`config.mk`:
```
export PLATFORM = sky130hd
export DESIGN_NAME = led_matrix_row_expander_flat
export DESIGN_NICKNAME = d
export VERILOG_FILES = /design/src/rtl/led_matrix_row_expander_if.sv /design/src/rtl/led_matrix_row_expander.sv /design/src/flat_wrapper.sv
export SDC_FILE = /design/constraint.sdc
export NUM_CORES = 1
export LEC_CHECK = 0
export ABC_AREA = 0
export CORE_MARGIN = 2
export CORE_UTILIZATION = 47
export DETAILED_ROUTE_END_ITERATION = 12
export PLACE_DENSITY = 0.86
export SLEW_MARGIN = 15
export SYNTH_ARGS = -nofsm -noshare
export SYNTH_HDL_FRONTEND = slang
export SYNTH_SLANG_ARGS = --single-unit
```
`constraint.sdc`:
```
create_clock -name clk -period 4.01 [get_ports clk]
set_clock_uncertainty 0.05 [all_clocks]
set_input_delay 0.6015 -clock clk [delete_from_list [all_inputs] [get_ports clk]]
set_output_delay 0.6015 -clock clk [all_outputs]
set_load 0.02 [all_outputs]
```
`src/rtl/led_matrix_row_expander_if.sv`:
```
// Row-write bus between the CPU side and the row expander.
// Ports: isTarget/address/data (master->slave), busy/overflow (slave->master).
interface led_matrix_row_expander_if;
  logic        isTarget;
  logic [27:0] address;
  logic [31:0] data;
  logic        busy;
  logic        overflow;

  modport master (
    output isTarget, address, data,
    input  busy, overflow
  );

  modport slave (
    input  isTarget, address, data,
    output busy, overflow
  );
endinterface

```
`src/rtl/led_matrix_row_expander.sv`:
```
// Expands 8-bit row writes into eight per-pixel LED matrix writes via a FIFO.
// Ports: clk, reset (sync, active-high), bus (slave: row writes, busy, overflow),
//   matrixIsTarget/matrixAddress/matrixData (registered per-pixel writes).
// Option: define LED_MATRIX_SKIP_UNCHANGED_EN to drop rows equal to the last
//   emitted value of that row (8x8 shadow, reset to zero).
module led_matrix_row_expander #(
  parameter int FIFO_DEPTH = 4
) (
  input  logic                        clk,
  input  logic                        reset,
  led_matrix_row_expander_if.slave    bus,
  output logic                        matrixIsTarget,
  output logic [27:0]                 matrixAddress,
  output logic [31:0]                 matrixData
);
  localparam int AW = $clog2(FIFO_DEPTH);
  localparam int CW = AW + 1;

  typedef enum logic {IDLE, EMIT} state_e;

  state_e        state_q, state_d;
  logic [2:0]    col_q, col_d;
  logic [2:0]    row_q, row_d;
  logic [7:0]    bits_q, bits_d;
  logic [AW-1:0] wr_ptr_q, wr_ptr_d;
  logic [AW-1:0] rd_ptr_q, rd_ptr_d;
  logic [CW-1:0] cnt_q, cnt_d;
  logic          ovf_q, ovf_d;
  logic          mtgt_q, mtgt_d;
  logic [5:0]    maddr_q, maddr_d;
  logic          mbit_q, mbit_d;
  logic [10:0]   fifo_q [FIFO_DEPTH];

  logic       full, empty, push, pop;
  logic       want_pop, skip, emit_new;
  logic [2:0] head_row;
  logic [7:0] head_bits;

  logic unused_bits;
  assign unused_bits = ^{bus.address[27:5], bus.address[1:0], bus.data[31:8]};

  assign full      = (cnt_q == CW'(FIFO_DEPTH));
  assign empty     = (cnt_q == '0);
  // Fullness is taken before the edge, so a pop in the same cycle
  // does not make room for the push.
  assign push      = bus.isTarget && !full;
  assign head_row  = fifo_q[rd_ptr_q][10:8];
  assign head_bits = fifo_q[rd_ptr_q][7:0];

`ifdef LED_MATRIX_SKIP_UNCHANGED_EN
  logic [7:0] shadow_q [8];
  assign skip = (head_bits == shadow_q[head_row]);
`else
  assign skip = 1'b0;
`endif

  assign bus.busy     = full;
  assign bus.overflow = ovf_q;

  assign matrixIsTarget = mtgt_q;
  assign matrixAddress  = {20'b0, maddr_q, 2'b00};
  assign matrixData     = {31'b0, mbit_q};

  // Next-state logic
  always_comb begin
    state_d  = state_q;
    col_d    = col_q;
    row_d    = row_q;
    bits_d   = bits_q;
    want_pop = 1'b0;
    case (state_q)
      IDLE:    want_pop = 1'b1;
      EMIT:    want_pop = (col_q == 3'd7);
      default: want_pop = 1'b1;
    endcase
    pop      = want_pop && !empty;
    emit_new = pop && !skip;
    if (want_pop) begin
      if (emit_new) begin
        state_d = EMIT;
        col_d   = 3'd0;
        row_d   = head_row;
        bits_d  = head_bits;
      end else begin
        // Also covers a skipped row: behave as if it just finished.
        state_d = IDLE;
        col_d   = 3'd0;
      end
    end else begin
      col_d = col_q + 3'd1;
    end
    wr_ptr_d = wr_ptr_q + AW'(push);
    rd_ptr_d = rd_ptr_q + AW'(pop);
    cnt_d    = cnt_q + CW'(push) - CW'(pop);
    ovf_d    = ovf_q | (bus.isTarget & full);
  end

  // Output logic: registered matrix outputs follow the next state
  always_comb begin
    mtgt_d  = (state_d == EMIT);
    maddr_d = '0;
    mbit_d  = 1'b0;
    if (mtgt_d) begin
      maddr_d = {row_d, col_d};
      mbit_d  = bits_d[col_d];
    end
  end

  // State register
  always_ff @(posedge clk) begin
    if (reset) begin
      state_q  <= IDLE;
      col_q    <= '0;
      row_q    <= '0;
      bits_q   <= '0;
      wr_ptr_q <= '0;
      rd_ptr_q <= '0;
      cnt_q    <= '0;
      ovf_q    <= 1'b0;
      mtgt_q   <= 1'b0;
      maddr_q  <= '0;
      mbit_q   <= 1'b0;
    end else begin
      state_q  <= state_d;
      col_q    <= col_d;
      row_q    <= row_d;
      bits_q   <= bits_d;
      wr_ptr_q <= wr_ptr_d;
      rd_ptr_q <= rd_ptr_d;
      cnt_q    <= cnt_d;
      ovf_q    <= ovf_d;
      mtgt_q   <= mtgt_d;
      maddr_q  <= maddr_d;
      mbit_q   <= mbit_d;
    end
  end

  always_ff @(posedge clk) begin
    if (!reset && push) begin
      fifo_q[wr_ptr_q] <= {bus.address[4:2], bus.data[7:0]};
    end
  end

`ifdef LED_MATRIX_SKIP_UNCHANGED_EN
  always_ff @(posedge clk) begin
    if (reset) begin
      for (int i = 0; i < 8; i++) shadow_q[i] <= '0;
    end else if (emit_new) begin
      shadow_q[head_row] <= head_bits;
    end
  end
`endif

endmodule
```
`src/flat_wrapper.sv`:
```
// flat-port wrapper written by rule: the top's interface ports become plain ports
module led_matrix_row_expander_flat 
#(
  parameter int FIFO_DEPTH = 4
)
  (clk, reset, matrixIsTarget, matrixAddress, matrixData, bus_isTarget, bus_address, bus_data, bus_busy, bus_overflow);
  led_matrix_row_expander_if bus_i ();
  input  logic clk;
  input  logic reset;
  output logic matrixIsTarget;
  output logic [27:0] matrixAddress;
  output logic [31:0] matrixData;
  input wire logic [$bits(bus_i.isTarget)-1:0] bus_isTarget;
  input wire logic [$bits(bus_i.address)-1:0] bus_address;
  input wire logic [$bits(bus_i.data)-1:0] bus_data;
  output wire logic [$bits(bus_i.busy)-1:0] bus_busy;
  output wire logic [$bits(bus_i.overflow)-1:0] bus_overflow;
  assign bus_i.isTarget = bus_isTarget;
  assign bus_i.address = bus_address;
  assign bus_i.data = bus_data;
  assign bus_busy = bus_i.busy;
  assign bus_overflow = bus_i.overflow;
  led_matrix_row_expander #(.FIFO_DEPTH(FIFO_DEPTH)) u_core (.clk(clk), .reset(reset), .bus(bus_i), .matrixIsTarget(matrixIsTarget), .matrixAddress(matrixAddress), .matrixData(matrixData));
endmodule
```
== Word level (Yosys, flattened, before mapping) ==
Memories as Yosys holds them, arrays and structs flattened. A register that Yosys moved wholly into a read port is not among the register bits.
Index checks and enable logic that the tools add are counted.

* Memories: 1
* Bits in writable memories: 44
* Register bits after elaboration: 30
* Memory bits (read-only): 0
* Logic and storage cells: 44
* Bits in latches: 0

* $add $sub $neg: 5
* Div/mod/pow operators: 0
* $lt $le $gt $ge: 1
* Shift-type cells: 0
* Eq/ne operators: 2
* Reduce and logical (&&, ||, !) cells: 8
* Mux-type cells: 13
* Bitwise gates (word level): 4
* Multipliers: 0

{| class="wikitable"
|+ Memory list
! name !! depth !! bits a word !! rd ports !! clocked after Yosys merged registers in !! write ports !! RTL line !! source
|-
| u_core.fifo_q || 4 || 11 || 1 || 1 || 1 || led_matrix_row_expander.sv:32 || <nowiki>logic [10:0] fifo_q [FIFO_DEPTH];</nowiki>
|}

{| class="wikitable"
|+ Operators by type and width
! kind !! count
|-
| $mux 8 || 2
|-
| $mux 3 || 3
|-
| $eq 3x3->1 const B || 2
|-
| $mux 1 || 5
|-
| $add 2x1->2 || 2
|-
| $lt 3x4->1 const B || 1
|-
| $add 3x1->3 || 1
|-
| $add 3x1->3 const B || 1
|-
| $bmux 1 s3 || 1
|-
| $logic_and 1x1->1 || 3
|-
| $logic_not 1->1 || 3
|-
| $logic_not 3->1 || 1
|-
| $sub 3x1->3 || 1
|-
| $mux 2 || 1
|-
| $not 1->1 || 2
|-
| $pmux 1 s2 || 1
|-
| $reduce_or 2->1 || 1
|-
| $and 1x1->1 || 1
|-
| $or 1x1->1 || 1
|}

== Longest topological paths before layout ==
* Depth in word-level cells: 7
* Depth in mapped cells: 11
* Depth with buffers taken out: 10

== Worst setup path after synthesis ==
No wires, ideal clock.

* Path kind: input to register
* From: input bus_isTarget
* To: memory u_core.fifo_q[0][0], enable pin
* Data arrival time: 1.921 ns
* Buffers on the path: 0
* Setup slack: 1.644 ns
* Cell stages on the path: 3
* Data required time: 3.564 ns
* Path through: nor2b_1 -> nor2b_1 -> nor3b_1

* Cells in the longest elaborated chain, start to end: 4

{| class="wikitable"
|+ Ends and longest elaborated chain
! item !! RTL line !! source
|-
| from (decl) || flat_wrapper.sv:13 || <nowiki>input wire logic [$bits(bus_i.isTarget)-1:0] bus_isTarget;</nowiki>
|-
| $logic_and 1x1->1 || led_matrix_row_expander.sv:46 || <nowiki>assign push = bus.isTarget && !full;</nowiki>
|-
| $logic_and 1x1->1 || led_matrix_row_expander.sv:139 || <nowiki>if (!reset && push) begin</nowiki>
|-
| $mux 1 || led_matrix_row_expander.sv:139 ||
|-
| $mux 1 (not written as such) || led_matrix_row_expander.sv:140 || <nowiki>fifo_q[wr_ptr_q] <= {bus.address[4:2], bus.data[7:0]};</nowiki>
|-
| to (decl) || led_matrix_row_expander.sv:32 ||
|}

No other way between the ends.

== Worst setup path in the final report ==
* From: register u_core.col_q[0]
* To: register u_core.cnt_q[2]

* Cells in the longest elaborated chain, start to end: 4

{| class="wikitable"
|+ Ends and longest elaborated chain
! item !! RTL line !! source
|-
| from (decl) || led_matrix_row_expander.sv:22 || <nowiki>logic [2:0] col_q, col_d;</nowiki>
|-
| from (signal assigned) || led_matrix_row_expander.sv:125 || <nowiki>col_q <= col_d;</nowiki>
|-
| $eq 3x3->1 || led_matrix_row_expander.sv:73 || <nowiki>EMIT: want_pop = (col_q == 3'd7);</nowiki>
|-
| $pmux 1 s2 || led_matrix_row_expander.sv:71 || <nowiki>case (state_q)</nowiki>
|-
| $logic_and 1x1->1 || led_matrix_row_expander.sv:76 || <nowiki>pop = want_pop && !empty;</nowiki>
|-
| $sub 3x1->3 || led_matrix_row_expander.sv:94 || <nowiki>cnt_d = cnt_q + CW'(push) - CW'(pop);</nowiki>
|-
| to (signal assigned) || led_matrix_row_expander.sv:130 || <nowiki>cnt_q <= cnt_d;</nowiki>
|-
| to (decl) || led_matrix_row_expander.sv:27 || <nowiki>logic [CW-1:0] cnt_q, cnt_d;</nowiki>
|}

No other way between the ends.
A chain may end at the register's enable or synchronous reset.

==> results.sh <==
export IMPL_area_growth_pct=9.43
export IMPL_drc=0
export IMPL_worstPathArrival_ns=2.91
export IMPL_routed_via_density=4.86
export IMPL_yosys_area_top_type="edfxtp_1"
export IMPL_leakagePower_nw=1.30
export IMPL_drv_slew=0
export IMPL_hold_violations=0
export IMPL_synthSimpleGateAreaFrac_pct=9.82
export IMPL_synth_compound_area_share_pct=3.75
export IMPL_grt_pass1_wl_um=7950
export IMPL_insertion_delay_ns=0.34
export IMPL_cts_buffer_depth=2
export IMPL_track_usage_pct=14.5
export IMPL_endpoint_kind="flip-flop"
export IMPL_finalCritPeriodShare_pct=68.4
export IMPL_dieWidth_um=86.2
export IMPL_synthArstFlopShare_pct=0
export IMPL_io_pins=126
export IMPL_cts_sinks=74
export IMPL_cts_buffers=9
export IMPL_slew_headroom_pct=39.3
export IMPL_timing_final_crit_period_ns=2.74
export IMPL_vias=1755
export IMPL_clkSlewWorstSetupHoldPaths_ns=0.08
export IMPL_hold_slack_ns=0.407
export IMPL_overflow=0
export IMPL_antenna_cells=0
export IMPL_startpoint="u_core.col_q[0]$_SDFF_PP0_"
export IMPL_cts_resized=0
export IMPL_status="finished clean"
export IMPL_yosysWarnings=0
export IMPL_cp_start_kind="flip-flop"
export IMPL_worstPathRequired_ns=4.18
export IMPL_synth_seq_cells=74
export IMPL_synth_area_mux_share_pct=8.24
export IMPL_die_area_sq_um=7420
export IMPL_start_util_pct=49.4
export IMPL_power_density_nw_per_um2=626
export IMPL_hpwl_um=3370
export IMPL_ir_drop_uv=278
export IMPL_min_from="u_core.bits_q[4]$_SDFF_PP0_"
export IMPL_grt_max_degree=28
export IMPL_fin_tns_setup_ns=0
export IMPL_synth_xor_area_share_pct=1.38
export IMPL_min_path_type="reg -> reg"
export IMPL_row_count=29
export IMPL_antenna_found_initial=0
export IMPL_holdBufCountCts=0
export IMPL_grt_pass1_vias=1713
export IMPL_cts_htree_levels=3
export IMPL_synth_top_family_by_area="buffers and inverters"
export IMPL_synth_top_area_share_pct=41.7
export IMPL_drv_cap=0
export IMPL_die_h_um=86.2
export IMPL_post_cts_buffers=0
export IMPL_cts_tree="yes"
export IMPL_worst_pin_slew_ns=0.907
export IMPL_core_area_sq_um=6420
export IMPL_syn_inst=250
export IMPL_routedWlPerCell_um=13.6
export IMPL_synth_seq_area_share_pct=60.6
export IMPL_synth_edf_count=44
export IMPL_fin_ws_ns=1.27
export IMPL_cts_root_buf="clkbuf_8"
export IMPL_critPathMaxFanout=10
export IMPL_dp_slack_ns=1.31
export IMPL_drive_gt1_share_pct=8.80
export IMPL_gp_congestion=0.795
export IMPL_avgSynthCellArea_sq_um=12.7
export IMPL_ys_types=31
export IMPL_drtPass1Iterations=4
export IMPL_antenna_left=0
export IMPL_ys_flop_type="edfxtp_1"
export IMPL_synthesis_area_sq_um=3170
export IMPL_yosys_area_share_adder_pct=2.21
export IMPL_rrSetupSlack_ns=1.27
export IMPL_rsz0062_at_grt="false"
export IMPL_final_common_cell="conb_1"
export IMPL_critical_path_class="reg -> reg"
export IMPL_fillers=545
export IMPL_mostFrequentLayoutCells="conb_1, edfxtp_1, dfxtp_1"
export IMPL_fin_nets=347
export IMPL_finalSetupViolCount=0
export IMPL_fin_util_pct=54.0
export IMPL_port_buffers=23
export IMPL_synthTopCellsByArea="edfxtp_1, dfxtp_1, buf_4, mux4_2, nand2_1"
export IMPL_drt_total_wl_um=4900
export IMPL_drt_iter0_markers=92
export IMPL_rr_startpoint="u_core.col_q[0]$_SDFF_PP0_"
export IMPL_fmax_mhz=365
[final timing paths]
| check | depth (start not counted) | to |
|---|---|---|
| worst min register to register | 2 | u_core.bits_q[4]$_SDFF_PP0_ |
| worst max-delay path | 10 | u_core.cnt_q[2]$_SDFF_PP0_ |
| worst min-delay path | 2 | u_core.bits_q[4]$_SDFF_PP0_ |
| worst max register to register | 10 | u_core.cnt_q[2]$_SDFF_PP0_ |
[registers in the layout, summed over array words and instances, names as in the netlist]
signal	count
u_core.cnt_q	3
u_core.row_q	3
u_core.col_q	3
u_core.rd_ptr_q	2
u_core.maddr_q	6
u_core.bus.overflow	1
u_core.mbit_q	1
u_core.bits_q	8
u_core.fifo_q	44
u_core.wr_ptr_q	2
u_core.state_q	1
[logic make-up after synthesis]
family,count (synthesis)
AOI/OAI and AO/OA,21
xor gates and xnor gates,5
adders and majority gates,5
buffers and inverters,63
DFF,74
muxes,12
other,1
and+or+nand+nor,69
[final cells by class]
type	instances	area (sq um)	share of cell area, %
clock buffers	11	131	3.79
clock inverters	5	45.0	1.30
inverters	1	3.75	0.108
multi-input cells	165	1000	28.9
flip-flops and latches	74	1920	55.4
well taps	77	96.3	2.78
repair buffers	28	268	7.71
[metrics by stage]
| stage | instances | total power [mW] | instance area [sq um] |
|---|---|---|---|
| finish | 361 | 2.17 | 3470 |
| detailed placement | 345 | 1.67 | 3290 |
| floorplan | 302 | 1.53 | 3370 |
| global placement | 345 | 1.63 | 3290 |
| CTS | 361 | 2.19 | 3470 |
| global route | 361 | 2.31 | 3470 |
[per-layer routing]
metal | global-route usage [%] | vias up | routed length (um)
met5 | 0 | - | 0
met4 | 8.66 | 0 | 92
met3 | 3.95 | 9 | 297
met2 | 24.7 | 77 | 2500
met1 | 16.2 | 850 | 2010
li1 | - | 819 | -
[synth_stat cells, drive strengths merged, types with 2 or more instances]
| cell type | count |
|---|---|
| o21ai | 4 |
| nand2 | 29 |
| edfxtp | 44 |
| or3 | 4 |
| and3 | 2 |
| nor3b | 2 |
| nor2b | 6 |
| and2 | 3 |
| mux4 | 11 |
| clkbuf | 6 |
| a21oi | 13 |
| xnor2 | 4 |
| ha | 4 |
| nand2b | 2 |
| nor2 | 19 |
| buf | 56 |
| dfxtp | 30 |
[where the power goes]
group | switching [mW] | leakage [nW] | total (mW) | internal, mW
clock | 0.245 | 0.0875 | 0.525 | 0.280
combinational | 0.351 | 0.571 | 0.641 | 0.290
sequential | 0.0823 | 0.645 | 1.01 | 0.924
[critical path, cell delays in order (launching register included)]
cell     delay (ns)
dfxtp_1        0.39
ha_1           0.24
ha_1           0.19
nor2b_1        0.46
or3_1          0.24
nand2_1        0.08
ha_1           0.20
fa_1           0.38
xnor2_1        0.19
xnor2_1        0.15
nor2_1         0.05
Power figures use the tool's default switching activity.
